==> src/rtl/morse_input_timing.sv <==
// Front-end timing for the Morse entry/LCD system: push-button debouncer,
// saturating press-duration tick counter and free-running LCD step time base.
module morse_input_timing #(
  parameter int DEB_CNT_W = 16,
  parameter int PRESS_DIV = 50000,
  parameter int LCD_DIV   = 100000
) (
  input  logic        clk,
  input  logic        rst_n,
  input  logic        PB,
  output logic        PB_state,
  output logic        PB_down,
  output logic        PB_up,
  input  logic        press_start,
  output logic [16:0] press_ticks,
  input  logic        lcd_start,
  output logic [16:0] lcd_ticks,
  output logic        lcd_strobe
);

  localparam int PRESS_W = (PRESS_DIV > 2) ? $clog2(PRESS_DIV) : 1;
  localparam int LCD_W   = (LCD_DIV > 2) ? $clog2(LCD_DIV) : 1;
  localparam logic [PRESS_W-1:0] PRESS_LAST = PRESS_W'(PRESS_DIV - 1);
  localparam logic [LCD_W-1:0]   LCD_LAST   = LCD_W'(LCD_DIV - 1);
  localparam logic [16:0]        TICK_MAX   = 17'h1FFFF;

  logic                 sync0_q, sync0_d;
  logic                 sync1_q, sync1_d;
  logic                 pb_state_q, pb_state_d;
  logic [DEB_CNT_W-1:0] deb_cnt_q, deb_cnt_d;
  logic                 deb_idle, deb_cnt_max;

  logic [PRESS_W-1:0]   press_pre_q, press_pre_d;
  logic [16:0]          press_ticks_q, press_ticks_d;

  logic [LCD_W-1:0]     lcd_pre_q, lcd_pre_d;
  logic [16:0]          lcd_ticks_q, lcd_ticks_d;
  logic                 lcd_strobe_q, lcd_strobe_d;

  always_ff @(posedge clk or negedge rst_n) begin
    if (!rst_n) begin
      sync0_q       <= 1'b0;
      sync1_q       <= 1'b0;
      pb_state_q    <= 1'b0;
      deb_cnt_q     <= '0;
      press_pre_q   <= '0;
      press_ticks_q <= '0;
      lcd_pre_q     <= '0;
      lcd_ticks_q   <= '0;
      lcd_strobe_q  <= 1'b0;
    end else begin
      sync0_q       <= sync0_d;
      sync1_q       <= sync1_d;
      pb_state_q    <= pb_state_d;
      deb_cnt_q     <= deb_cnt_d;
      press_pre_q   <= press_pre_d;
      press_ticks_q <= press_ticks_d;
      lcd_pre_q     <= lcd_pre_d;
      lcd_ticks_q   <= lcd_ticks_d;
      lcd_strobe_q  <= lcd_strobe_d;
    end
  end

  // Button is active-low; the synchronizer stores "pressed" as 1.
  always_comb begin
    sync0_d     = ~PB;
    sync1_d     = sync0_q;
    deb_idle    = (pb_state_q == sync1_q);
    deb_cnt_max = &deb_cnt_q;
    deb_cnt_d   = deb_idle ? '0 : deb_cnt_q + DEB_CNT_W'(1);
    pb_state_d  = (!deb_idle && deb_cnt_max) ? ~pb_state_q : pb_state_q;
  end

  always_comb begin
    press_pre_d   = press_pre_q;
    press_ticks_d = press_ticks_q;
    if (!press_start) begin
      press_pre_d   = '0;
      press_ticks_d = '0;
    end else if (press_pre_q == PRESS_LAST) begin
      press_pre_d = '0;
      if (press_ticks_q != TICK_MAX)
        press_ticks_d = press_ticks_q + 17'd1;
    end else begin
      press_pre_d = press_pre_q + PRESS_W'(1);
    end
  end

  // Stopped time base holds both prescaler and tick count so it resumes in phase.
  always_comb begin
    lcd_pre_d    = lcd_pre_q;
    lcd_ticks_d  = lcd_ticks_q;
    lcd_strobe_d = 1'b0;
    if (lcd_start) begin
      if (lcd_pre_q == LCD_LAST) begin
        lcd_pre_d    = '0;
        lcd_ticks_d  = lcd_ticks_q + 17'd1;
        lcd_strobe_d = 1'b1;
      end else begin
        lcd_pre_d = lcd_pre_q + LCD_W'(1);
      end
    end
  end

  assign PB_state    = pb_state_q;
  assign PB_down     = ~deb_idle & deb_cnt_max & ~pb_state_q;
  assign PB_up       = ~deb_idle & deb_cnt_max & pb_state_q;
  assign press_ticks = press_ticks_q;
  assign lcd_ticks   = lcd_ticks_q;
  assign lcd_strobe  = lcd_strobe_q;

endmodule

==> config.mk <==
export PLATFORM = sky130hd
export DESIGN_NAME = morse_input_timing
export DESIGN_NICKNAME = d
export VERILOG_FILES = /design/src/rtl/morse_input_timing.sv
export SDC_FILE = /design/constraint.sdc
export NUM_CORES = 1
export LEC_CHECK = 0
export ABC_AREA = 1
export BUFFER_PORTS_ARGS = -buffer_cell sky130_fd_sc_hd__buf_4
export CAP_MARGIN = 20
export CORE_ASPECT_RATIO = 0.6
export CORE_MARGIN = 2
export CORE_UTILIZATION = 59
export CTS_BUF_LIST = sky130_fd_sc_hd__clkbuf_8
export DETAILED_ROUTE_END_ITERATION = 8
export PLACE_DENSITY_LB_ADDON = 0.08
export SKIP_CTS_REPAIR_TIMING = 1
export SLEW_MARGIN = 20
export SYNTH_ARGS = -nofsm -noshare
export SYNTH_HDL_FRONTEND = slang
export SYNTH_SLANG_ARGS = --single-unit
==> constraint.sdc <==
create_clock -name clk -period 2.27 [get_ports clk]
set_input_delay 0.3405 -clock clk [delete_from_list [all_inputs] [get_ports clk]]
set_output_delay 0.3405 -clock clk [all_outputs]
set_load 0.05 [all_outputs]
==> flow_summary.json <==
{
  "die_height_um": 74.5,
  "arrival_ns": 2.43,
  "swShare": 0.254,
  "syn_avg_cell_area_um2": 7.34,
  "cp_common_cell": "nand2_1",
  "grt_usage": 0.273,
  "start_util": 0.616,
  "power.switching_uw": 833,
  "syn_inst": 666,
  "cts.sinks": 87,
  "root_buffer": "clkbuf_8",
  "pwr-share-comb": 0.086,
  "crit_path_cell_trace": "ha_1 > nand2_1 > nor2_4 > nand4_1 > nor4_1 > ha_2 > nor2_8 > nor2_4 > buf_12 > nand2_1 > nand2_1",
  "num_vias": 4556,
  "status": "completed",
  "htree_num_levels": 3,
  "setup_tns_ns": 0,
  "wire_per_inst_um": 13.6,
  "die_area_um2": 9060,
  "wl_um": 11400,
  "reg2reg_depth": 11,
  "grt_pass1_vias": 4057,
  "powerDensity_nw_per_um2": 580,
  "core_area_um2": 7950,
  "maxSlewViolCount": 0,
  "grt-ovfl-total": 0,
  "critPathBufInv": 1,
  "finalNonFillerCells": 834,
  "cts_buffers": 9,
  "finClkSkew_ns": 0.00558,
  "fmax_mhz": 470,
  "antenna_found_initial": 0,
  "p_int_mw": 2.45,
  "worst_slew_pin_slew_ns": 0.563,
  "worst_slack_ns": 0.143,
  "grt_setup_unrepaired": "true",
  "seq_area_frac_synth": 0.445,
  "gp_congestion": 0.989,
  "fp-row-count": 25,
  "cp-end-kind": "register",
  "slew_headroom": 0.624,
  "grt_busiest_layer": "met1",
  "slowest_delay_ns": 0.41,
  "clock_latency_ns": 0.37,
  "io-pin-count": 43,
  "use_met2": 0.400,
  "final_util": 0.711,
  "setup_viol_count_final": 0,
  "path_depth": 11,
  "diodes": 0,
  "cap_viol_max_count": 0,
  "holdPathStages": 2,
  "hp-class": "in -> reg",
  "placed_cells": 816,
  "fp.dieW_um": 122,
  "ant_nets": 0,
  "met3_usage": 0.0552,
  "yosysUniqueCellTypes": 32,
  "hold_viol_final": 0,
  "yosys_warnings": 0,
  "drc": 0,
  "drive_gt1_frac": 0.125,
  "worstPathMaxFanout": 16,
  "syn2layout_area_growth_pct": 15.6,
  "portBuffers": 42,
  "p_leak_nw": 2.73,
  "fin_crit_ns": 2.13,
  "drt-initial-drc-count": 610,
  "dr.pass1.iters": 5,
  "crit_type": "reg -> reg",
  "seqPwrFrac": 0.522,
  "syn-cell-area_um2": 4890,
  "cts.reportedPaths.clkPinSlew_ns": 0.08,
  "met1_usage": 0.410,
  "syn_nets": 677,
  "start_kind": "register",
  "dp_slack_ns": -0.0456,
  "grt_max_degree": 38,
  "dp_hpwl_um": 8260,
  "synth_top_area_cell": "dfrtp_1",
  "routed_via_density": 5.46,
  "post-route-period-util": 0.937,
  "cts_tree": "yes",
  "grt_first_pass_wirelength_um": 19500,
  "cpLargestDelayFamily": "simple AND/OR/NAND/NOR gates",
  "pwr-share-clk": 0.392,
  "synth_top_cell_area_share": 0.445,
  "synth_area_leaders": "dfrtp_1 45%, nand2_1 16%, nor2_1 7.9%",
  "ir_drop_uv": 622,
  "slowest_stage": "dfrtp_2",
  "nets": 732,
  "required_ns": 2.57,
  "r2r_slack_ns": 0.14,
  "max-clock-path-buffers": 2,
  "ys_ff_latch": 87
}
[worst paths after layout]
| path | startpoint | to |
|---|---|---|
| worst min-delay path | PB | sync0_q |
| min in group asynchronous | rst_n | deb_cnt_q[9] |
| max in group asynchronous | rst_n | lcd_ticks[8] |
| worst max register to register | press_ticks[1] | press_ticks[1] |
| worst max-delay path | press_ticks[1] | press_ticks[1] |
| worst min register to register | sync0_q | sync1_q |
[Yosys cell counts]
| cell | count |
|---|---|
| o31ai_1 | 1 |
| ha_1 | 6 |
| a21oi_1 | 14 |
| inv_1 | 68 |
| xnor2_1 | 9 |
| nor3b_2 | 1 |
| nand3_1 | 39 |
| dfrtp_1 | 87 |
| buf_4 | 1 |
| and2_1 | 1 |
| nor2_1 | 103 |
| buf_2 | 2 |
| a31oi_1 | 1 |
| nor2_4 | 4 |
| nor2_2 | 2 |
| a21o_1 | 1 |
| nor3_1 | 22 |
| nor3_2 | 1 |
| xor2_1 | 19 |
| nand2_2 | 3 |
| nand4_1 | 38 |
| or2_2 | 3 |
| nor2_8 | 1 |
| o21ai_1 | 1 |
| nor4_1 | 1 |
| nand2_1 | 205 |
| clkbuf_1 | 3 |
| inv_2 | 2 |
| buf_6 | 2 |
| o21ai_0 | 20 |
| buf_1 | 1 |
| o21bai_1 | 4 |
[worst reg2reg max path, delay by kind of cell (launching register included)]
family / cells / cell delay (ns)
and+or+nand+nor: 8 / 0.99
adders and majority gates: 2 / 0.52
DFF: 1 / 0.41
buffers and inverters: 1 / 0.15
[cells by family (layout without fill, tap and decap cells)]
family	Yosys count	in the layout	synth area share
adder cells (fa/ha/maj)	6	6	0.0153
buffers and inverters	79	139	0.0650
AO/OA/AOI/OAI	42	42	0.0463
flip-flops	87	87	0.445
AND/OR/NAND/NOR	424	424	0.378
XOR/XNOR	28	28	0.0501
[layout by cell type (no fill, tap or decap), types with 4 or more instances in the layout]
| cell | instances |
|---|---|
| dfrtp_1 | 85 |
| xor2_1 | 18 |
| nor2_4 | 5 |
| nand3_1 | 39 |
| a21oi_1 | 14 |
| ha_1 | 5 |
| o21bai_1 | 4 |
| inv_1 | 68 |
| xnor2_1 | 9 |
| o21ai_0 | 20 |
| buf_4 | 50 |
| nand2_1 | 205 |
| nor2_1 | 101 |
| nand4_1 | 38 |
| nor3_1 | 22 |
| clkbuf_8 | 13 |
[state kept, by name, indices dropped and copies added, names as in the netlist]
signal and count:
lcd_strobe 1, PB_state 1, sync1_q 1, press_pre_q 16
deb_cnt_q 16, lcd_ticks 17, sync0_q 1, lcd_pre_q 17
press_ticks 17
[per-layer routing]
layer / share of wire / up-vias
met3: 0.078 / 13
met1: 0.49 / 2117
met5: 0 / -
met4: 0.015 / 0
met2: 0.42 / 168
li1: - / 2258
[power by group through the flow]
stage          Combinational, mW  Clock (mW)  Sequential [mW]
6_report                   0.282        1.28             1.71
3_3_place_gp               0.266           0             1.73
5_1_grt                    0.328        1.37             1.72
2_1_floorplan              0.216           0             1.70
3_5_place_dp               0.277           0             1.73
4_1_cts                    0.277        1.32             1.71
[layout make-up]
class / instances / area (um2)
Clock buffer: 13 / 179
Clock inverter: 3 / 63.8
Fill cell: 665 / 2290
Inverter: 70 / 263
Multi-Input combinational cell: 500 / 2420
Sequential cell: 87 / 2180
Tap cell: 108 / 135
Timing Repair Buffer: 53 / 417
[through the flow]
step | area [um2] | hold WS (ns) | total power, mW
5_1_grt | 5650 | 0.0897 | 3.42
2_1_floorplan | 4890 | 0.0449 | 1.91
3_5_place_dp | 5360 | 0.337 | 2.01
3_3_place_gp | 5360 | 0.333 | 2.00
4_1_cts | 5600 | -0.0637 | 3.30
6_report | 5650 | 0.103 | 3.28
Power figures use the tool's default switching activity.
